==> src/rtl/puf_seq_ctrl.sv <==
// puf_seq_ctrl: RO PUF sequencer (seed, measurement windows, capture, challenge advance); define PUF_REPEAT_EN for per-bit repeated measurements
module puf_seq_ctrl #(
    parameter int RESP_BITS = 256,
    parameter int WINDOW    = 256,
    parameter int REPEATS   = 3
) (
    input  logic                         clk,
    input  logic                         rst,
    input  logic                         start,
    input  logic                         abort,
    output logic                         lfsr_dv,
    output logic                         lfsr_en,
    output logic                         ro_en,
    output logic                         count_en,
    output logic                         ref_en,
    output logic                         count_rst,
    output logic                         sr_en,
    output logic                         vote_en,
    output logic                         busy,
    output logic                         done,
    output logic [$clog2(RESP_BITS)-1:0] bit_idx
);
    localparam int BW = $clog2(RESP_BITS);
    localparam int WW = $clog2(WINDOW);

    if (RESP_BITS < 2 || WINDOW < 2 || REPEATS < 1 || REPEATS % 2 == 0) begin : g_param_check
        $error("puf_seq_ctrl: invalid RESP_BITS/WINDOW/REPEATS");
    end

`ifdef PUF_REPEAT_EN
    localparam int RW = (REPEATS > 1) ? $clog2(REPEATS) : 1;
    typedef enum logic [2:0] {IDLE, SEED, MEASURE, CAPTURE, ADVANCE, DONE, REARM} state_t;
    logic [RW-1:0] rep_idx;
`else
    typedef enum logic [2:0] {IDLE, SEED, MEASURE, CAPTURE, ADVANCE, DONE} state_t;
`endif

    state_t        state, nxt, win_end;
    logic [WW-1:0] win_cnt;

    // state register and loop counters; counters only ever clear explicitly, never wrap
    always_ff @(posedge clk or posedge rst) begin
        if (rst) begin
            state   <= IDLE;
            win_cnt <= '0;
            bit_idx <= '0;
`ifdef PUF_REPEAT_EN
            rep_idx <= '0;
`endif
        end else begin
            state   <= nxt;
            win_cnt <= (state == MEASURE && nxt == MEASURE) ? win_cnt + 1'b1 : '0;
            bit_idx <= (state == IDLE || nxt == IDLE) ? '0 :
                       (state == ADVANCE && nxt == MEASURE) ? bit_idx + 1'b1 : bit_idx;
`ifdef PUF_REPEAT_EN
            rep_idx <= (nxt == IDLE || state == CAPTURE) ? '0 :
                       (state == REARM) ? rep_idx + 1'b1 : rep_idx;
`endif
        end
    end

    // next state; abort from any busy state overrides every other transition
    always_comb begin
`ifdef PUF_REPEAT_EN
        win_end = (rep_idx == RW'(REPEATS - 1)) ? CAPTURE : REARM;
`else
        win_end = CAPTURE;
`endif
        nxt = state;
        if (abort && busy)
            nxt = IDLE;
        else
            case (state)
                IDLE:    nxt = start ? SEED : IDLE;
                SEED:    nxt = MEASURE;
                MEASURE: nxt = (win_cnt == WW'(WINDOW - 1)) ? win_end : MEASURE;
                CAPTURE: nxt = ADVANCE;
                ADVANCE: nxt = (bit_idx == BW'(RESP_BITS - 1)) ? DONE : MEASURE;
                DONE:    nxt = start ? DONE : IDLE;
`ifdef PUF_REPEAT_EN
                REARM:   nxt = MEASURE;
`endif
                default: nxt = IDLE;
            endcase
    end

    // outputs decoded purely from the registered state
    always_comb begin
        lfsr_dv   = state == SEED;
        lfsr_en   = state == SEED || state == CAPTURE;
        ro_en     = state == MEASURE;
        ref_en    = state == MEASURE;
        count_en  = state == MEASURE || state == CAPTURE || state == ADVANCE;
        sr_en     = state == CAPTURE;
        done      = state == DONE;
        busy      = state != IDLE && state != DONE;
`ifdef PUF_REPEAT_EN
        count_rst = state == IDLE || state == SEED || state == ADVANCE || state == REARM;
        vote_en   = state == CAPTURE || state == REARM;
`else
        count_rst = state == IDLE || state == SEED || state == ADVANCE;
        vote_en   = 1'b0;
`endif
    end
endmodule
==> config.mk <==
export PLATFORM = sky130hd
export DESIGN_NAME = puf_seq_ctrl
export DESIGN_NICKNAME = d
export VERILOG_FILES = /design/src/rtl/puf_seq_ctrl.sv
export SDC_FILE = /design/constraint.sdc
export NUM_CORES = 1
export LEC_CHECK = 0
export CAP_MARGIN = 40
export CELL_PAD_IN_SITES_DETAIL_PLACEMENT = 1
export CELL_PAD_IN_SITES_GLOBAL_PLACEMENT = 1
export CORE_MARGIN = 2
export CORE_UTILIZATION = 38
export CTS_CLUSTER_DIAMETER = 50
export DETAILED_ROUTE_END_ITERATION = 10
export GPL_TIMING_DRIVEN = 1
export PLACE_DENSITY_LB_ADDON = 0.1
export SKIP_CTS_REPAIR_TIMING = 1
export SYNTH_ARGS = -nofsm -noshare
export SYNTH_HDL_FRONTEND = slang
export SYNTH_SLANG_ARGS = --single-unit
==> constraint.sdc <==
create_clock -name clk -period 2 [get_ports clk]
set_input_delay 0.5 -clock clk [delete_from_list [all_inputs] [get_ports clk]]
set_output_delay 0.5 -clock clk [all_outputs]
set_load 0.005 [all_outputs]
==> impl_metrics.sql <==
INSERT INTO impl_metrics (metric_group, metric, value, unit) VALUES
('status', 'outcome', 'finished, violations left', ''),
('status', 'failing_checks', 'setup timing', ''),
('synth', 'post_synth_and_or_nand_nor_area_fraction', '0.271', ''),
('floorplanning', 'initial_utilization', '0.402', ''),
('floorplanning', 'core.rowCount', '19', ''),
('timing', 'timing.fmax', '471', 'MHz'),
('global_route', 'grt_start_max_net_pins', '20', ''),
('synth', 'synthesized_area_fraction_occupied_by_adder_cells', '0.0226', ''),
('route', 'totalWireLength', '2620', 'µm'),
('floorplanning', 'die_width', '58.0', 'µm'),
('worst_setup_path', 'critPathCapture', 'count_en', ''),
('global_route', 'global_route.usage.met2', '0.308', ''),
('place', 'place.port_buffers', '20', ''),
('worst_setup_path', 'worstPathArrival', '1.62', 'ns'),
('synth', 'synth-seq-cells', '19', ''),
('global_route', 'antenna_found_initial', '0', ''),
('route', 'drt-pass1-iter-count', '4', ''),
('timing', 'min_period', '2.12', 'ns'),
('synth', 'dominant_combinational_cell_family_by_area_after_synthesis', 'simple AND/OR/NAND/NOR gates', ''),
('synth', 'synthCells', '117', ''),
('synth', 'synth_mux_area_frac', '0.0181', ''),
('worst_setup_path', 'worst_setup_path_startpoint', 'state[1]', ''),
('route', 'detail-route-antenna-nets', '0', ''),
('route', 'drc', '0', ''),
('route', 'num_vias', '965', ''),
('finish', 'layout.nets', '160', ''),
('synth', 'seq_area_frac_synth', '0.429', ''),
('worst_setup_path', 'critPathCaptureType', 'primary output', ''),
('place', 'placed_cells_incl_taps', '176', ''),
('place', 'gp_congestion', '0.799', ''),
('worst_setup_path', 'crit_fanout', '7', ''),
('route', 'route.detailed.vias_per_inst', '5.24', ''),
('clock_network', 'clock_edge_transition_at_the_registers_on_the_reported_setup_and_hold_paths', '0.13', 'ns'),
('worst_setup_path', 'reg2reg_slack', '0.26', 'ns'),
('synth', 'asyncSetResetFlopFracSynth', '1.00', ''),
('synth', 'synth-main-ff-cell', 'sky130_fd_sc_hd__dfrtp_1', ''),
('place', 'post-dp-hpwl', '1970', 'µm'),
('power_and_ir_drop', 'power-per-cell-area', '827', 'nW/µm²'),
('global_route', 'grt_overflow', '0', ''),
('global_route', 'groute.usage.overall', '0.177', ''),
('clock_network', 'max-clock-path-buffers', '2', ''),
('power_and_ir_drop', 'report.power.total', '1240', 'µW'),
('worst_setup_path', 'critPathRequiredTime', '1.50', 'ns'),
('worst_setup_path', 'rr_worst_depth', '7', ''),
('finish', 'layout-drive-gt1-share', '0.196', ''),
('finish', 'final-instance-count-excl-fill', '184', ''),
('synth', 'synthesis.nets', '123', ''),
('timing', 'finalSetupViolations', '4', ''),
('worst_setup_path', 'r2r_end', 'bit_idx[7]', ''),
('synth', 'synth-xor-area-share', '0.0870', ''),
('global_route', 'wire_length_of_the_first_global_routing_pass', '4650', 'µm'),
('floorplanning', 'die_y', '58.0', 'µm'),
('clock_network', 'clock_tree.root_cell', 'sky130_fd_sc_hd__clkbuf_4', ''),
('worst_hold_path', 'min_path_type', 'primary input to async pin', ''),
('timing', 'final_min_period_over_clock_period', '1.06', ''),
('place', 'pre_cts_slack', '0.0106', 'ns'),
('timing', 'fin_worst_skew', '0.0204', 'ns'),
('synth', 'synth_enable_flop_cells', '0', ''),
('power_and_ir_drop', 'power.leakage', '0.000730', 'µW'),
('timing', 'final-max-slew-violation-count', '0', ''),
('finish', 'synth_to_final_area_change', '35.1', '%'),
('global_route', 'grt_pass1_vias', '1032', ''),
('clock_network', 'clock_insertion_delay_worst_skew', '0.30', 'ns'),
('timing', 'hold_viol_final', '0', ''),
('floorplanning', 'io_pins', '22', ''),
('route', 'wire_per_inst', '14.3', 'µm'),
('synth', 'post_synth_num_cell_types', '36', ''),
('timing', 'final_critical_path_setup_slack', '-0.124', 'ns'),
('clock_network', 'cts_buffers', '3', ''),
('timing', 'setup_total_negative_slack', '-0.332', 'ns'),
('worst_setup_path', 'worst_r2r_start', 'state[2]', '');
==> flip-flops by register name, summed over array words and instances, names as in the netlist <==
signal / cells
state: 3
bit_idx: 8
win_cnt: 8
==> power breakdown <==
part           switching [µW]  internal, µW  total (µW)
Clock                     121          74.3         195
Sequential               38.9           411         450
Combinational             256           336         592
==> per-stage QoR <==
| step | hold WS [ns] | utilization | cell area, µm² |
|---|---|---|---|
| 2_1_floorplan | 0.448 | - | 1110 |
| 3_3_place_gp | 0.480 | 0.511 | 1410 |
| 3_5_place_dp | 0.488 | 0.511 | 1410 |
| 4_1_cts | 0.508 | 0.521 | 1440 |
| 5_1_grt | 0.539 | 0.543 | 1500 |
| 6_report | 0.504 | 0.543 | 1500 |
==> Yosys cell counts (2+ instances only) <==
| library cell | number | share of area |
|---|---|---|
| sky130_fd_sc_hd__buf_4 | 3 | 0.020 |
| sky130_fd_sc_hd__o211ai_1 | 3 | 0.020 |
| sky130_fd_sc_hd__o21ai_0 | 5 | 0.023 |
| sky130_fd_sc_hd__nand2b_1 | 3 | 0.017 |
| sky130_fd_sc_hd__xor2_1 | 8 | 0.063 |
| sky130_fd_sc_hd__ha_1 | 2 | 0.023 |
| sky130_fd_sc_hd__nor2_1 | 18 | 0.061 |
| sky130_fd_sc_hd__xnor2_1 | 3 | 0.024 |
| sky130_fd_sc_hd__nand2_1 | 4 | 0.014 |
| sky130_fd_sc_hd__nor2b_1 | 2 | 0.011 |
| sky130_fd_sc_hd__and3_1 | 6 | 0.034 |
| sky130_fd_sc_hd__nand3_1 | 3 | 0.014 |
| sky130_fd_sc_hd__nand4_1 | 4 | 0.023 |
| sky130_fd_sc_hd__inv_1 | 5 | 0.017 |
| sky130_fd_sc_hd__a31oi_1 | 2 | 0.011 |
| sky130_fd_sc_hd__a21oi_1 | 2 | 0.0090 |
| sky130_fd_sc_hd__and2_1 | 5 | 0.028 |
| sky130_fd_sc_hd__mux2i_1 | 2 | 0.018 |
| sky130_fd_sc_hd__nor3_1 | 2 | 0.0090 |
| sky130_fd_sc_hd__dfrtp_1 | 19 | 0.43 |
==> placed cells by master (no fill, tap or decap), types with 2 or more instances in the layout <==
cell and n:
sky130_fd_sc_hd__nor2_1 18, sky130_fd_sc_hd__dfrtp_1 18, sky130_fd_sc_hd__buf_4 17, sky130_fd_sc_hd__clkdlybuf4s50_1 15, sky130_fd_sc_hd__xor2_1 8, sky130_fd_sc_hd__and3_1 6
sky130_fd_sc_hd__and2_1 5, sky130_fd_sc_hd__dlymetal6s2s_1 5, sky130_fd_sc_hd__nand2_1 4, sky130_fd_sc_hd__o21ai_0 4, sky130_fd_sc_hd__nand4_1 4, sky130_fd_sc_hd__inv_1 4
sky130_fd_sc_hd__nand3_1 3, sky130_fd_sc_hd__o211ai_1 3, sky130_fd_sc_hd__xnor2_1 3, sky130_fd_sc_hd__nand2b_1 3, sky130_fd_sc_hd__clkbuf_4 3, sky130_fd_sc_hd__nor3_1 2
sky130_fd_sc_hd__a31oi_1 2, sky130_fd_sc_hd__mux2i_1 2, sky130_fd_sc_hd__a21oi_1 2, sky130_fd_sc_hd__ha_1 2
==> critical path: stages (launching register included) <==
cell	delay, ns
sky130_fd_sc_hd__dfrtp_1	0.41
sky130_fd_sc_hd__buf_4	0.17
sky130_fd_sc_hd__nor2_1	0.14
sky130_fd_sc_hd__a21bo_2	0.14
sky130_fd_sc_hd__clkdlybuf4s50_1	0.48
==> routing by layer <==
metal	vias to the layer above	part of all wire
met1	469	0.45
met3	2	0.038
met4	0	0.0088
met2	17	0.51
met5	-	0
li1	477	-
==> layout make-up <==
| class | count | area, µm² |
|---|---|---|
| Fill cell | 320 | 1260 |
| Multi-Input combinational cell | 87 | 583 |
| Sequential cell | 19 | 477 |
| Timing Repair Buffer | 38 | 352 |
| Tap cell | 31 | 38.8 |
| Clock buffer | 3 | 22.5 |
| Inverter | 5 | 18.8 |
| Clock inverter | 1 | 5.00 |
==> logic make-up (layout without fill, tap and decap cells) <==
group,Yosys count,count (layout)
buf+inv,11,47
other cells,1,1
fa+ha+maj,2,2
compound gates,18,18
flops,19,19
mux,2,2
simple gates,53,53
xor+xnor,11,11
==> worst min path at each step <==
stage / cells after the start / to / from
floorplan: 1 / bit_idx[0] / rst
global placement: 1 / win_cnt[0] / win_cnt[0]
detailed placement: 1 / win_cnt[0] / win_cnt[0]
CTS: 1 / win_cnt[0] / win_cnt[0]
global route: 1 / win_cnt[0] / win_cnt[0]
finish: 3 / win_cnt[3] / rst
Note: power is estimated with default switching activity, not from simulation.
